## config.mk

```make
export PLATFORM = sky130hd
export DESIGN_NAME = if_stage
export DESIGN_NICKNAME = d
export VERILOG_FILES = /design/src/rtl/if_stage_pkg.sv /design/src/rtl/if_stall_watchdog.sv /design/src/rtl/if_stage.sv
export SDC_FILE = /design/constraint.sdc
export NUM_CORES = 1
export LEC_CHECK = 0
export CORE_MARGIN = 2
export CORE_UTILIZATION = 48
export CTS_BUF_LIST = sky130_fd_sc_hd__clkbuf_8
export CTS_CLUSTER_SIZE = 25
export DETAILED_ROUTE_END_ITERATION = 8
export PLACE_DENSITY = 0.88
export SLEW_MARGIN = 5
export SYNTH_ARGS = -nofsm -noshare
export SYNTH_HDL_FRONTEND = slang
export SYNTH_HIERARCHICAL = 1
export SYNTH_SLANG_ARGS = --single-unit
```

## constraint.sdc

```tcl
create_clock -name clk -period 3.99 [get_ports clk]
set_clock_uncertainty 0.05 [all_clocks]
set_input_delay 0.5985 -clock clk [delete_from_list [all_inputs] [get_ports clk]]
set_output_delay 0.5985 -clock clk [all_outputs]
set_load 0.005 [all_outputs]
```

## src/rtl/if_stage_pkg.sv

```systemverilog
// Shared fetch-stage constants: widths, NOP encoding, stall limit.
// Imported by if_stage and if_stall_watchdog.
package if_stage_pkg;
  localparam int ISIZE     = 16;
  localparam int ASIZE     = 16;
  localparam int STALL_MAX = 4;
  localparam logic [15:0] NOP_INSTR = 16'h7000;
endpackage

```

## src/rtl/if_stall_watchdog.sv

```systemverilog
// Saturating count of consecutive non-flush PC_En=0 cycles.
// Ports: clk, rst_n, PC_En, br_taken -> stall_err (sticky until reset).
module if_stall_watchdog
  import if_stage_pkg::*;
#(
  parameter int SMAX = STALL_MAX
) (
  input  logic clk,
  input  logic rst_n,
  input  logic PC_En,
  input  logic br_taken,
  output logic stall_err
);
  localparam int CW = $clog2(SMAX + 1);
  localparam logic [CW-1:0] LIM = CW'(SMAX);

  logic [CW-1:0] cnt;
  logic [CW-1:0] cnt_nxt;

  always_comb begin
    cnt_nxt = cnt;
    if (PC_En || br_taken)
      cnt_nxt = '0;
    else if (cnt != LIM)
      cnt_nxt = cnt + CW'(1);
  end

  // Error is flagged on the same edge the count reaches the limit.
  always_ff @(posedge clk or negedge rst_n) begin
    if (!rst_n) begin
      cnt       <= '0;
      stall_err <= 1'b0;
    end else begin
      cnt <= cnt_nxt;
      if (cnt_nxt == LIM)
        stall_err <= 1'b1;
    end
  end
endmodule

```

## src/rtl/if_stage.sv

```systemverilog
// Fetch stage + IF/ID register: PC, Instr, LastInstr, bubbles, flush.
// Ports: PC_En/instr_sel/br_* in, imem_*, Instr/LastInstr/id_valid out.
// Optional bubble counter: define IF_PERF_CNT_EN (else tied to 0).
module if_stage
  import if_stage_pkg::*;
#(
  parameter int ISIZE     = if_stage_pkg::ISIZE,
  parameter int ASIZE     = if_stage_pkg::ASIZE,
  parameter int STALL_MAX = if_stage_pkg::STALL_MAX
) (
  input  logic             clk,
  input  logic             rst_n,
  input  logic             PC_En,
  input  logic             instr_sel,
  input  logic             br_taken,
  input  logic [ASIZE-1:0] br_target,
  output logic [ASIZE-1:0] imem_addr,
  input  logic [ISIZE-1:0] imem_rdata,
  output logic [ISIZE-1:0] Instr,
  output logic [ISIZE-1:0] LastInstr,
  output logic             id_valid,
  output logic             stall_err,
  output logic [15:0]      bubble_cnt
);
  localparam logic [ISIZE-1:0] NOP = ISIZE'(NOP_INSTR);

  logic [ASIZE-1:0] pc;
  logic             flush;
  logic             adv;
  logic             bub;

  assign flush = br_taken;
  assign adv   = !br_taken && PC_En;
  assign bub   = !br_taken && !PC_En && instr_sel;

  assign imem_addr = pc;

  always_ff @(posedge clk or negedge rst_n) begin
    if (!rst_n) begin
      pc        <= '0;
      Instr     <= NOP;
      LastInstr <= NOP;
      id_valid  <= 1'b0;
    end else begin
      unique case (1'b1)
        flush: begin
          pc        <= br_target;
          Instr     <= NOP;
          LastInstr <= NOP;
          id_valid  <= 1'b0;
        end
        adv: begin
          pc        <= pc + ASIZE'(1);
          Instr     <= imem_rdata;
          LastInstr <= Instr;
          id_valid  <= (Instr != NOP);
        end
        bub: begin
          LastInstr <= NOP;
          id_valid  <= 1'b0;
        end
        default: ;
      endcase
    end
  end

`ifdef IF_PERF_CNT_EN
  always_ff @(posedge clk or negedge rst_n) begin
    if (!rst_n)
      bubble_cnt <= 16'd0;
    else if (bub)
      bubble_cnt <= bubble_cnt + 16'd1;
  end
`else
  assign bubble_cnt = 16'd0;
`endif

  if_stall_watchdog #(
    .SMAX(STALL_MAX)
  ) u_wdog (
    .clk      (clk),
    .rst_n    (rst_n),
    .PC_En    (PC_En),
    .br_taken (br_taken),
    .stall_err(stall_err)
  );
endmodule
```

==> results_dict.tcl <==
set metrics [dict create \
    final_area_um2 3470 \
    tightest_slew_ns 0.970 \
    ctsResizeCount 0 \
    synth.top_cell.area_share_pct 46.4 \
    criticalPathCategory "input port to flip-flop" \
    multiInputGateArea_um2 1060 \
    yosysTopAreaCell "dfrtp_1" \
    firstDrtPassIters 4 \
    hp-class "input port to async pin" \
    rsz0062_at_grt "false" \
    wl_per_cell_um 15.3 \
    cts_tree "yes" \
    tns_ns 0 \
    maxSlewHeadroom_pct 35.2 \
    fmax_ghz 0.408 \
    whs_ns 0.235 \
    htree_levels 2 \
    regArea_um2 1330 \
    syn_inst 228 \
    status "complete, no violations" \
    io_buffer_count 86 \
    gp_routability_congestion 0.807 \
    grt_usage_pct 20.7 \
    synth-compound-area-share_pct 11.0 \
    drt_wl_total_mm 5.86 \
    slew_viol_final 0 \
    clock_sinks 53 \
    antenna_found_initial 0 \
    dieWidth_um 76.7 \
    overflow 0 \
    postPlaceCellArea_um2 3380 \
    start_util_pct 49.6 \
    synth.mux.area_fraction_pct 6.42 \
    min_period_ns 2.45 \
    grt_pass1_vias 1931 \
    area_growth_pct 36.9 \
    routed_via_density 5.11 \
    synth_xor_area_share_pct 5.53 \
    crit_path_end_kind "flip-flop" \
    synth.avg_cell_area_um2 11.1 \
    crit_arrival_ns 2.63 \
    nets 353 \
    drc 0 \
    cts_inserted_buffers 5 \
    max_cap_viol_count 0 \
    p_leak_nw 1.48 \
    yosysSeqAreaShare_pct 52.6 \
    hpwlAfterDp_mm 4.39 \
    grt_max_degree 52 \
    synthAdderAreaFrac_pct 1.48 \
    critical_path.startpoint_type "input port" \
    peakVddDrop_uv 227 \
    fp.coreArea_um2 5110 \
    dieArea_um2 5880 \
    synth-edff-count 0 \
    synthTopCellsByArea "dfrtp_1 46%, dfstp_2 6.2%, mux2i_1 5.5%" \
    cp_data_required_time_ns 4.17 \
    clk_path_buf_depth 2 \
    synth_top_family_by_area "simple AND/OR/NAND/NOR gates" \
    drive_above_1_share_pct 9.87 \
    fillCellCount 409 \
    synth_most_common_cell "dfrtp_1" \
    root_buffer "clkbuf_8" \
    synth-seq-cells 53 \
    power_density_nw_per_um2 322 \
    drtIter0Drc 167 \
    rows 26 \
    netlist_top_cells_count "47 x dfrtp_1, 19 x nand2_1, 18 x nor2_1" \
    num_io_pins 103 \
    grt_pass1_wl_mm 9.72 \
    cts.clk_slew.worst_paths_ns 0.09 \
    postCtsSetupRepairBufs 0 \
    die_y_um 76.7 \
    diodes 0 \
    final.period_utilization_pct 61.4 \
    ys.flop_type "dfrtp_1" \
    clkLatencyLatePin_ns 0.30 \
    synth-simple-area-share_pct 15.3 \
    ant_nets 0 \
    holdBufCountCts 0 \
    synth_cell_type_count 38 \
    async_flop_share_pct 100 \
    setup_viol 0 \
    via_count 1963 \
    ys_warn_count 6 \
    syn_area_um2 2530 \
    final_hold_viol_count 0 \
    crit_path_max_fanout 30 \
]
cell families after synthesis:
group           count (synthesis)
flops                          53
compound gates                 36
fa+ha+maj                       3
mux                            16
buf+inv                        31
xor+xnor                       16
simple gates                   72
other cells                     1
power breakdown:
part	internal, W	switching (W)
clock	0.000137	0.000162
sequential	0.000571	0.0000411
combinational	0.000123	0.0000837
worst paths after layout:
check / end / cells past startpoint / slack, ns / startpoint
worst max register to register: imem_addr[12]$_DFFE_PN0P_ / 5 / 2.24 / imem_addr[1]$_DFFE_PN0P_
max in group asynchronous: LastInstr[14]$_DFFE_PN1P_ / 2 / 2.84 / rst_n
worst max-delay path: LastInstr[1]$_DFFE_PN0P_ / 4 / 1.54 / PC_En
min in group clk: u_wdog/stall_err$_DFFE_PN0N_ / 2 / 0.43 / u_wdog/stall_err$_DFFE_PN0N_
worst min register to register: u_wdog/stall_err$_DFFE_PN0N_ / 2 / 0.43 / u_wdog/stall_err$_DFFE_PN0N_
worst min-delay path: LastInstr[9]$_DFFE_PN0P_ / 1 / 0.23 / rst_n
worst max-delay path: stages:
cell,delay [ns]
clkdlybuf4s50_1,0.54
buf_4,0.40
nor2b_1,0.83
a22o_1,0.25
flip-flops by register name (all words and copies together), names as in the netlist:
signal,flops
u_wdog/cnt,3
LastInstr,16
u_wdog/stall_err,1
Instr,16
id_valid,1
imem_addr,16
placed cells by master (no fill, tap or decap), types with 5 or more instances in the layout:
| master | count |
|---|---|
| nor2_1 | 18 |
| xnor2_1 | 11 |
| dfrtp_1 | 47 |
| clkdlybuf4s50_1 | 84 |
| o21ai_0 | 8 |
| nor4_1 | 5 |
| dfstp_2 | 6 |
| nand2_1 | 19 |
| conb_1 | 16 |
| xor2_1 | 5 |
| nand4_1 | 7 |
| mux2i_1 | 14 |
| clkbuf_8 | 6 |
| inv_1 | 6 |
| a22o_1 | 14 |
metal layers:
layer | vias up | track usage (%) | wire (µm)
met5 | - | 0 | 0
li1 | 936 | - | -
met1 | 959 | 27.4 | 2480
met4 | 0 | 6.18 | 101
met3 | 10 | 3.53 | 201
met2 | 58 | 35.0 | 3080
stage by stage:
stage / std cells / utilization, % / setup slack [ns] / power, W
5_1_grt: 384 / 67.9 / 1.41 / 0.00118
2_1_floorplan: 243 / - / 2.40 / 0.000709
4_1_cts: 384 / 67.9 / 1.56 / 0.00113
3_5_place_dp: 376 / 66.1 / 1.25 / 0.000830
3_3_place_gp: 376 / 66.1 / 1.31 / 0.000823
6_report: 384 / 67.9 / 1.54 / 0.00112
final cells by class:
class	instances	area share, %
clock buffers	6	2.38
clock inverters	2	0.216
inverters	5	0.541
multi-input cells	159	30.7
flip-flops and latches	53	38.5
well taps	70	2.53
repair buffers	89	25.2
No activity file was read; power rests on OpenSTA's default activity.
